--- src/rtl/pacman_move_ctrl.sv ---
// Erase / step / redraw sequencer for the pac-man sprite drawer, one pass per move period.
// Define PACMAN_WRAP_EN for a horizontal tunnel (x wraps); otherwise both axes saturate.
module pacman_move_ctrl #(
    parameter logic [7:0] START_X  = 8'd76,
    parameter logic [6:0] START_Y  = 7'd56,
    parameter logic [7:0] X_MIN    = 8'd0,
    parameter logic [7:0] X_MAX    = 8'd154,
    parameter logic [6:0] Y_MIN    = 7'd0,
    parameter logic [6:0] Y_MAX    = 7'd114,
    parameter logic [2:0] STEP     = 3'd1,
    parameter logic [3:0] FRAMES   = 4'd4,
    parameter logic [7:0] DRAW_TMO = 8'd64
) (
    input  logic       clock,
    input  logic       reset,
    input  logic       frame_tick,
    input  logic [1:0] dir,
    input  logic       move_en,
    input  logic       draw_done,
    output logic       draw_en,
    output logic [7:0] pos_x,
    output logic [6:0] pos_y,
    output logic       erase,
    output logic       plot,
    output logic [1:0] sprite_dir,
    output logic       busy,
    output logic       tmo_err
);

`ifdef PACMAN_WRAP_EN
    localparam logic [7:0] X_UNDER = X_MAX;
    localparam logic [7:0] X_OVER  = X_MIN;
`else
    localparam logic [7:0] X_UNDER = X_MIN;
    localparam logic [7:0] X_OVER  = X_MAX;
`endif

    typedef enum logic [2:0] {S_INIT, S_DRAW, S_WAIT, S_ERASE, S_UPDATE} state_t;

    state_t     state_reg, state_next;
    logic [7:0] tmo_cnt_reg, tmo_cnt_next;
    logic [3:0] frame_cnt_reg, frame_cnt_next;
    logic       pend_reg, pend_next;
    logic [7:0] x_reg, x_next;
    logic [6:0] y_reg, y_next;
    logic [1:0] dir_reg, dir_next;
    logic       tmo_reg, tmo_next;
    logic       draw_en_reg, erase_reg, busy_reg;

    logic [4:0] frame_sum;
    logic [7:0] x_dec;
    logic [8:0] x_inc;
    logic [6:0] y_dec;
    logic [7:0] y_inc;
    logic       x_lo, x_hi, y_lo, y_hi;
    logic       in_pass;

    // Bounds are tested one bit wider than the position so the step cannot wrap silently.
    assign x_dec     = x_reg - {5'd0, STEP};
    assign x_inc     = {1'b0, x_reg} + {6'd0, STEP};
    assign x_lo      = ({1'b0, x_reg} < ({1'b0, X_MIN} + {6'd0, STEP}));
    assign x_hi      = (x_inc > {1'b0, X_MAX});
    assign y_dec     = y_reg - {4'd0, STEP};
    assign y_inc     = {1'b0, y_reg} + {5'd0, STEP};
    assign y_lo      = ({1'b0, y_reg} < ({1'b0, Y_MIN} + {5'd0, STEP}));
    assign y_hi      = (y_inc > {1'b0, Y_MAX});
    assign frame_sum = {1'b0, frame_cnt_reg} + {4'd0, frame_tick} + {4'd0, pend_reg};
    assign in_pass   = (state_reg == S_ERASE) || (state_reg == S_UPDATE) || (state_reg == S_DRAW);

    always_comb begin
        state_next     = state_reg;
        frame_cnt_next = frame_cnt_reg;
        pend_next      = pend_reg;
        x_next         = x_reg;
        y_next         = y_reg;
        dir_next       = dir_reg;
        tmo_next       = tmo_reg;
        tmo_cnt_next   = 8'd0;

        case (state_reg)
            S_INIT: state_next = S_DRAW;
            S_DRAW, S_ERASE: begin
                // A stale done from the previous pass is still high in the first cycle.
                if ((tmo_cnt_reg != 8'd0) && draw_done) begin
                    state_next = (state_reg == S_ERASE) ? S_UPDATE : S_WAIT;
                end else if (tmo_cnt_reg == DRAW_TMO - 8'd1) begin
                    state_next = S_WAIT;
                    tmo_next   = 1'b1;
                end
            end
            S_UPDATE: begin
                state_next = S_DRAW;
                if (move_en) begin
                    dir_next = dir;
                    case (dir)
                        2'd0:    x_next = x_lo ? X_UNDER : x_dec;
                        2'd1:    x_next = x_hi ? X_OVER  : x_inc[7:0];
                        2'd2:    y_next = y_lo ? Y_MIN   : y_dec;
                        default: y_next = y_hi ? Y_MAX   : y_inc[6:0];
                    endcase
                end
            end
            S_WAIT: begin
                pend_next = 1'b0;
                if (frame_sum >= {1'b0, FRAMES}) begin
                    frame_cnt_next = 4'd0;
                    state_next     = S_ERASE;
                end else begin
                    frame_cnt_next = frame_sum[3:0];
                end
            end
            default: state_next = S_INIT;
        endcase

        if (frame_tick && in_pass) begin
            pend_next = 1'b1;
        end
        if ((state_next == state_reg) && ((state_reg == S_DRAW) || (state_reg == S_ERASE))) begin
            tmo_cnt_next = tmo_cnt_reg + 8'd1;
        end
    end

    always_ff @(posedge clock) begin
        if (!reset) begin
            state_reg     <= S_INIT;
            tmo_cnt_reg   <= 8'd0;
            frame_cnt_reg <= 4'd0;
            pend_reg      <= 1'b0;
            x_reg         <= START_X;
            y_reg         <= START_Y;
            dir_reg       <= 2'd0;
            tmo_reg       <= 1'b0;
            draw_en_reg   <= 1'b0;
            erase_reg     <= 1'b0;
            busy_reg      <= 1'b0;
        end else begin
            state_reg     <= state_next;
            tmo_cnt_reg   <= tmo_cnt_next;
            frame_cnt_reg <= frame_cnt_next;
            pend_reg      <= pend_next;
            x_reg         <= x_next;
            y_reg         <= y_next;
            dir_reg       <= dir_next;
            tmo_reg       <= tmo_next;
            // Decoded from the next state so the flags line up exactly with the state.
            draw_en_reg   <= (state_next == S_DRAW) || (state_next == S_ERASE);
            erase_reg     <= (state_next == S_ERASE);
            busy_reg      <= (state_next == S_DRAW) || (state_next == S_ERASE) ||
                             (state_next == S_UPDATE);
        end
    end

    assign draw_en    = draw_en_reg;
    assign plot       = draw_en_reg;
    assign erase      = erase_reg;
    assign busy       = busy_reg;
    assign pos_x      = x_reg;
    assign pos_y      = y_reg;
    assign sprite_dir = dir_reg;
    assign tmo_err    = tmo_reg;

endmodule

--- config.mk ---
export PLATFORM = sky130hd
export DESIGN_NAME = pacman_move_ctrl
export DESIGN_NICKNAME = d
export VERILOG_FILES = /design/src/rtl/pacman_move_ctrl.sv
export SDC_FILE = /design/constraint.sdc
export NUM_CORES = 1
export LEC_CHECK = 0
export ABC_AREA = 1
export CORE_MARGIN = 5
export CORE_UTILIZATION = 45
export CTS_CLUSTER_DIAMETER = 100
export DETAILED_ROUTE_END_ITERATION = 8
export PLACE_DENSITY = 0.76
export SLEW_MARGIN = 10
export SYNTH_ARGS = -nofsm -noshare
export SYNTH_HDL_FRONTEND = slang
export SYNTH_SLANG_ARGS = --single-unit
export TNS_END_PERCENT = 100
--- constraint.sdc ---
create_clock -name clock -period 1.84 [get_ports clock]
set_input_delay 0.368 -clock clock [delete_from_list [all_inputs] [get_ports clock]]
set_output_delay 0.368 -clock clock [all_outputs]
set_load 0.05 [all_outputs]
After elaboration in Yosys (flattened, before gate mapping)
Index checks and enable logic that the tools add are counted.
{ "word_totals": {"ff_bits": 37, "out_inout_bits": 22, "input_bits": 7} }
{ "classes": {"mux": 14, "eq_ne": 11, "n_lt_le_gt_ge": 5, "n_reduce_logical": 21, "bitwise_logic": 2, "n_addsub": 7} }
{ "ops": {"columns": ["operator", "count"], "rows": [
  ["$mux W8", 2],
  ["$pmux W8 S2", 1],
  ["$mux W7", 2],
  ["$pmux W7 S2", 1],
  ["$mux W3", 4],
  ["$add A8 B1 Y9 const B", 1],
  ["$eq A3 B2 Y1 const B", 3],
  ["$gt A9 B8 Y1 const B", 1],
  ["$pmux W3 S3", 1],
  ["$reduce_and A3 Y1", 3],
  ["$add A7 B1 Y8 const B", 1],
  ["$add A8 B1 Y8 const B", 1],
  ["$eq A8 B6 Y1 const B", 1],
  ["$gt A8 B7 Y1 const B", 1],
  ["$lt A8 B1 Y1 const B", 1],
  ["$reduce_bool A8 Y1", 1],
  ["$sub A8 B1 Y8 const B", 1],
  ["$lt A7 B1 Y1 const B", 1],
  ["$sub A7 B1 Y7 const B", 1],
  ["$eq A3 B1 Y1 const B", 2],
  ["$eq A3 B3 Y1 const B", 2],
  ["$reduce_or A2 Y1", 3],
  ["$add A4 B1 Y5", 1],
  ["$add A5 B1 Y5", 1],
  ["13 further kinds", 23]
]} }

Longest topological paths before layout
Gate-level depths: netlist (run 1).
{ "depth": {"word_depth": 8, "depth_mapped": 14} }

Worst setup path after synthesis (run 1)
Ideal clock, no wire load.
{ "synth_timing": {"path_kind": "register to register", "startpoint": "register x_reg[0] (netlist: pos_x[0])", "endpoint": "register x_reg[3] (netlist: pos_x[3])", "slack_ps": -206, "arrival_time_ps": 1931, "setup_time_ps": 115, "stages_incl_launch_ff": 15, "cell_sequence": "dfxtp_1 -> inv_1 -> ha_1 -> inv_1 -> nor2_1 -> a21oi_1 -> nor2_1 -> nand2_1 -> nand3_1 -> nand2_2 -> nand2_4 -> nand2_4 -> nand3_1 -> nand2_1 -> nand2_1"} }
{ "synth_between": {"elab_chain_cells": 4} }
{ "synth_lines": {"columns": ["item", "line_no", "rtl"], "rows": [
  ["start, declared", "44", "logic [7:0] x_reg, x_next;"],
  ["start signal, assigned", "141", "x_reg <= x_next;"],
  ["$add A8 B1 Y9", "60", "assign x_inc = {1'b0, x_reg} + {6'd0, STEP};"],
  ["$gt A9 B8 Y1", "62", "assign x_hi = (x_inc > {1'b0, X_MAX});"],
  ["$mux W8", "97", "2'd1: x_next = x_hi ? X_OVER : x_inc[7:0];"],
  ["$pmux W8 S2 (*)", "95", "case (dir)"]
]} }
Every way passes the cells marked *; elsewhere a longest branch is shown, timed or not.
A chain may end at the register's enable or synchronous reset.

Worst setup path after layout (run 1)
{ "layout_timing": {"startpoint": "register frame_cnt_reg[0]", "endpoint": "register busy_reg (netlist: busy)"} }
{ "layout_between": {"elab_chain_cells": 8} }
{ "layout_lines": {"columns": ["item", "line_no", "rtl"], "rows": [
  ["start, declared", "42", "logic [3:0] frame_cnt_reg, frame_cnt_next;"],
  ["start signal, assigned", "139", "frame_cnt_reg <= frame_cnt_next;"],
  ["$add A4 B1 Y5 (*)", "67", "assign frame_sum = {1'b0, frame_cnt_reg} + {4'd0, frame_tick} + {4'd0, pend_reg};"],
  ["$add A5 B1 Y5 (*)", "67", null],
  ["$ge A5 B3 Y1 (*)", "105", "if (frame_sum >= {1'b0, FRAMES}) begin"],
  ["$mux W3 (*)", "105", null],
  ["$pmux W3 S3 (*)", "80", "case (state_reg)"],
  ["$eq A3 B1 Y1 or $eq A3 B2 Y1 (tied branches)", "148", "busy_reg <= (state_next == S_DRAW) || (state_next == S_ERASE) ||"],
  ["$logic_or A1 B1 Y1", "148", null],
  ["$logic_or A1 B1 Y1 (*)", "148", null],
  ["end signal, assigned", "148", null],
  ["end, declared", "48", "logic draw_en_reg, erase_reg, busy_reg;"]
]} }
Marked as above.

==> results of run 1 <==
==> timing repair <==
| item | CTS | global route |
|---|---|---|
| setup buffers | 4 | 0 |
| pin swaps | 4 | 4 |
| gates resized for setup | 12 | 3 |
| setup endpoints to repair | 6 | 10 |
==> tightest hold or removal path: cells and delay by family <==
family,cells,cell delay [ps]
buffers and inverters,1,190
AO/OA/AOI/OAI,2,150
==> synth_stat cells, types with 4 or more instances <==
cell / count
a21oi_1: 13
nor3_1: 5
o21ai_1: 5
nor2_2: 7
inv_1: 39
xor2_1: 17
a31oi_1: 5
nand2_1: 46
nor3_2: 5
buf_4: 5
nand4_1: 5
nand3_2: 5
nor2_1: 32
dfxtp_1: 37
nand2_2: 4
nand3_1: 21
o21ai_0: 19
ha_1: 9
inv_2: 10
==> cell usage in the layout (no fill, tap or decap), drive strengths merged <==
| master | synthesis | final |
|---|---|---|
| nor3 | 11 | 11 |
| a211oi | 2 | 2 |
| a21oi | 14 | 14 |
| o21a | 1 | 1 |
| nand3 | 26 | 26 |
| clkinv | 1 | 1 |
| a22oi | 1 | 1 |
| o211ai | 3 | 3 |
| dfxtp | 37 | 37 |
| or2 | 1 | 1 |
| clkbuf | 4 | 7 |
| nand2 | 52 | 52 |
| xnor2 | 3 | 3 |
| xor2 | 17 | 17 |
| buf | 8 | 36 |
| fa | 1 | 1 |
| inv | 49 | 50 |
| and2 | 1 | 1 |
| a311oi | 1 | 1 |
| nor3b | 3 | 3 |
| clkdlybuf4s15 | 0 | 1 |
| ha | 9 | 9 |
| o21ai | 24 | 24 |
| o22ai | 2 | 2 |
| clkdlybuf4s50 | 0 | 7 |
| a31oi | 5 | 5 |
| nor4 | 1 | 1 |
| nand4 | 5 | 5 |
| nor2 | 40 | 40 |
==> logic make-up after synthesis <==
kind of cell / count (synthesis) / synth area share, %
flip-flops: 37 / 31.9
XOR/XNOR: 20 / 7.54
adder cells (fa/ha/maj): 10 / 5.71
AO/OA/AOI/OAI: 53 / 12.9
AND/OR/NAND/NOR: 140 / 31.0
buffers and inverters: 62 / 11.0
==> final timing paths <==
kind	depth (start not counted)	end	slack, ps	start
max	12	busy$_SDFF_PN0_	70	frame_cnt_reg[0]$_SDFFE_PN0N_
min reg2reg	2	sprite_dir[1]$_SDFFE_PN0P_	470	sprite_dir[1]$_SDFFE_PN0P_
max reg2reg	12	busy$_SDFF_PN0_	70	frame_cnt_reg[0]$_SDFFE_PN0N_
min	3	pend_reg$_SDFFE_PN0P_	470	frame_tick
==> area by class of cell <==
cell class	instances	area share, %
clock buffer	7	3.38
multi-input combinational	223	47.2
timing repair buffer	44	13.2
inverter	50	6.58
clock inverter	1	0.307
sequential	37	26.3
tap	70	3.07
==> stage by stage <==
stage | TNS (ps) | power [mW] | cells
2_1_floorplan | 0 | 0.939 | 322
3_3_place_gp | -2580 | 0.990 | 421
3_5_place_dp | -3140 | 0.993 | 421
4_1_cts | 0 | 1.64 | 432
5_1_grt | -36.5 | 1.69 | 432
6_report | 0 | 1.62 | 432
==> power groups by stage <==
stage	Clock [mW]	Sequential, mW	Combinational (mW)
detailed placement	0	0.840	0.152
CTS	0.655	0.823	0.161
finish	0.637	0.821	0.163
floorplan	0	0.858	0.0810
global placement	0	0.840	0.150
global route	0.686	0.823	0.180
==> layer usage <==
| metal | global-route usage, % | part of all wire (%) | vias up |
|---|---|---|---|
| met1 | 19.6 | 44 | 974 |
| li1 | - | - | 1115 |
| met3 | 2.41 | 2.9 | 6 |
| met4 | 4.49 | 1.4 | 0 |
| met2 | 29.2 | 52 | 28 |
| met5 | 0 | 0 | - |
==> impl_metrics.json, run 1 <==
{
  "placement.io_buffers": 28,
  "async_flop_share_pct": 0,
  "cts_buffers": 5,
  "drc": 0,
  "drive_above_1_share_pct": 26.5,
  "synth-edff-count": 0,
  "multiInputGateArea_sq_mm": 0.00135,
  "crit_arrival_ps": 1930,
  "synth_warnings": 0,
  "grt_pass1_wl_microns": 8600,
  "hold_buffers": 0,
  "irDropWorstVdd_v": 0.000309,
  "status": "completed",
  "slew_headroom_pct": 66.7,
  "globalplace.congestion": 0.835,
  "clock_path_buffers": 2,
  "drv_cap": 0,
  "place_area_sq_mm": 0.00270,
  "synth_cell_types": 39,
  "drt_pass1_iterations": 4,
  "slowest_stage": "dfxtp_2",
  "synth_area_leader_cell": "dfxtp_1",
  "path_common_cell": "buf_4",
  "clockPowerShare_pct": 39.3,
  "initial_core_util_pct": 45.8,
  "p_sw_mw": 0.400,
  "area_growth_pct": 22.7,
  "powerDensity_mw_per_mm2": 568,
  "tightest_slew_ps": 498,
  "slew_violations": 0,
  "avgSynthCellArea_sq_um": 7.22,
  "fin_util_pct": 56.2,
  "skew_ps": 4.06,
  "wl_microns": 5000,
  "ioPinCount": 29,
  "die_h_microns": 81.9,
  "design_area_sq_mm": 0.00285,
  "fmax_mhz": 566,
  "clk_root_buffer_cell": "clkbuf_8",
  "cp_cell_sequence": "inv_2 -> fa_2 -> inv_2 -> buf_4 -> buf_4 -> buf_4 -> a311oi_2 -> nor2_2 -> nor2_1 -> nand2_1 -> nand2_2 -> o21ai_2",
  "crit_type": "register to register",
  "die_area_sq_mm": 0.00670,
  "path_buf_inv": 5,
  "grt_max_degree": 13,
  "synth_cells": 322,
  "viasPerCell": 4.91,
  "synth.area.top_cells": "dfxtp_1, nand2_1, xor2_1",
  "fillers": 494,
  "rsz0062_at_grt": "true",
  "setup_violations": 0,
  "p_seq_share_pct": 50.7,
  "cp_max_fo": 4,
  "track_usage_pct": 16.1,
  "synth_flop_cell": "dfxtp_1",
  "ff_latch_area_sq_um": 749,
  "dpl_worst_slack_ps": -584,
  "antenna_found_initial": 0,
  "comb_power_share_pct": 10.1,
  "swShare_pct": 24.7,
  "hold_ws_ps": 467,
  "gr-total-overflow": 0,
  "grt_pass1_vias": 2014,
  "hpwlAfterDp_microns": 3900,
  "syn-num-nets": 339,
  "row_count": 26,
  "core_sq_mm": 0.00507,
  "p_leak_nw": 1.22,
  "final_hold_viol_count": 0,
  "ant_nets": 0,
  "vias": 2123,
  "initialDrtViolationCount": 151,
  "start_kind": "register",
  "cts_sinks": 37,
  "yosysSeqAreaShare_pct": 31.9,
  "die_x_microns": 81.9,
  "wl_per_cell_microns": 11.6,
  "required_ps": 2010,
  "cts.clk_slew.worst_paths_ps": 80,
  "cts_tree": "yes",
  "timing.final.crit_share_pct": 96.0,
  "worstSkewPairLatency_ps": 280,
  "synth-seq-cells": 37,
  "layout_setup_ws_ps": 73.0,
  "synth.top_cell.area_share_pct": 31.9,
  "end_kind": "register",
  "final_nets": 378,
  "p_int_mw": 1.22,
  "critical_path.top_delay_family": "buffers and inverters",
  "slowest_delay_ps": 330,
  "h-tree-depth": 2,
  "timing.final.crit_period_ps": 1770,
  "n_antenna_cell": 0,
  "syn_area_sq_mm": 0.00232,
  "hp-class": "input port to register"
}
Note: power is estimated with default switching activity, not from simulation.
==> inputs of run 2 (changes only) <==
--- a/config.mk
+++ b/config.mk
@@ -6,6 +6,7 @@
 export NUM_CORES = 1
 export LEC_CHECK = 0
 export ABC_AREA = 1
+export CAP_MARGIN = 20
 export CORE_MARGIN = 5
 export CORE_UTILIZATION = 45
 export CTS_CLUSTER_DIAMETER = 100
==> results of run 2 <==
Final layout, timing and power as in run 1 (identical DEF).
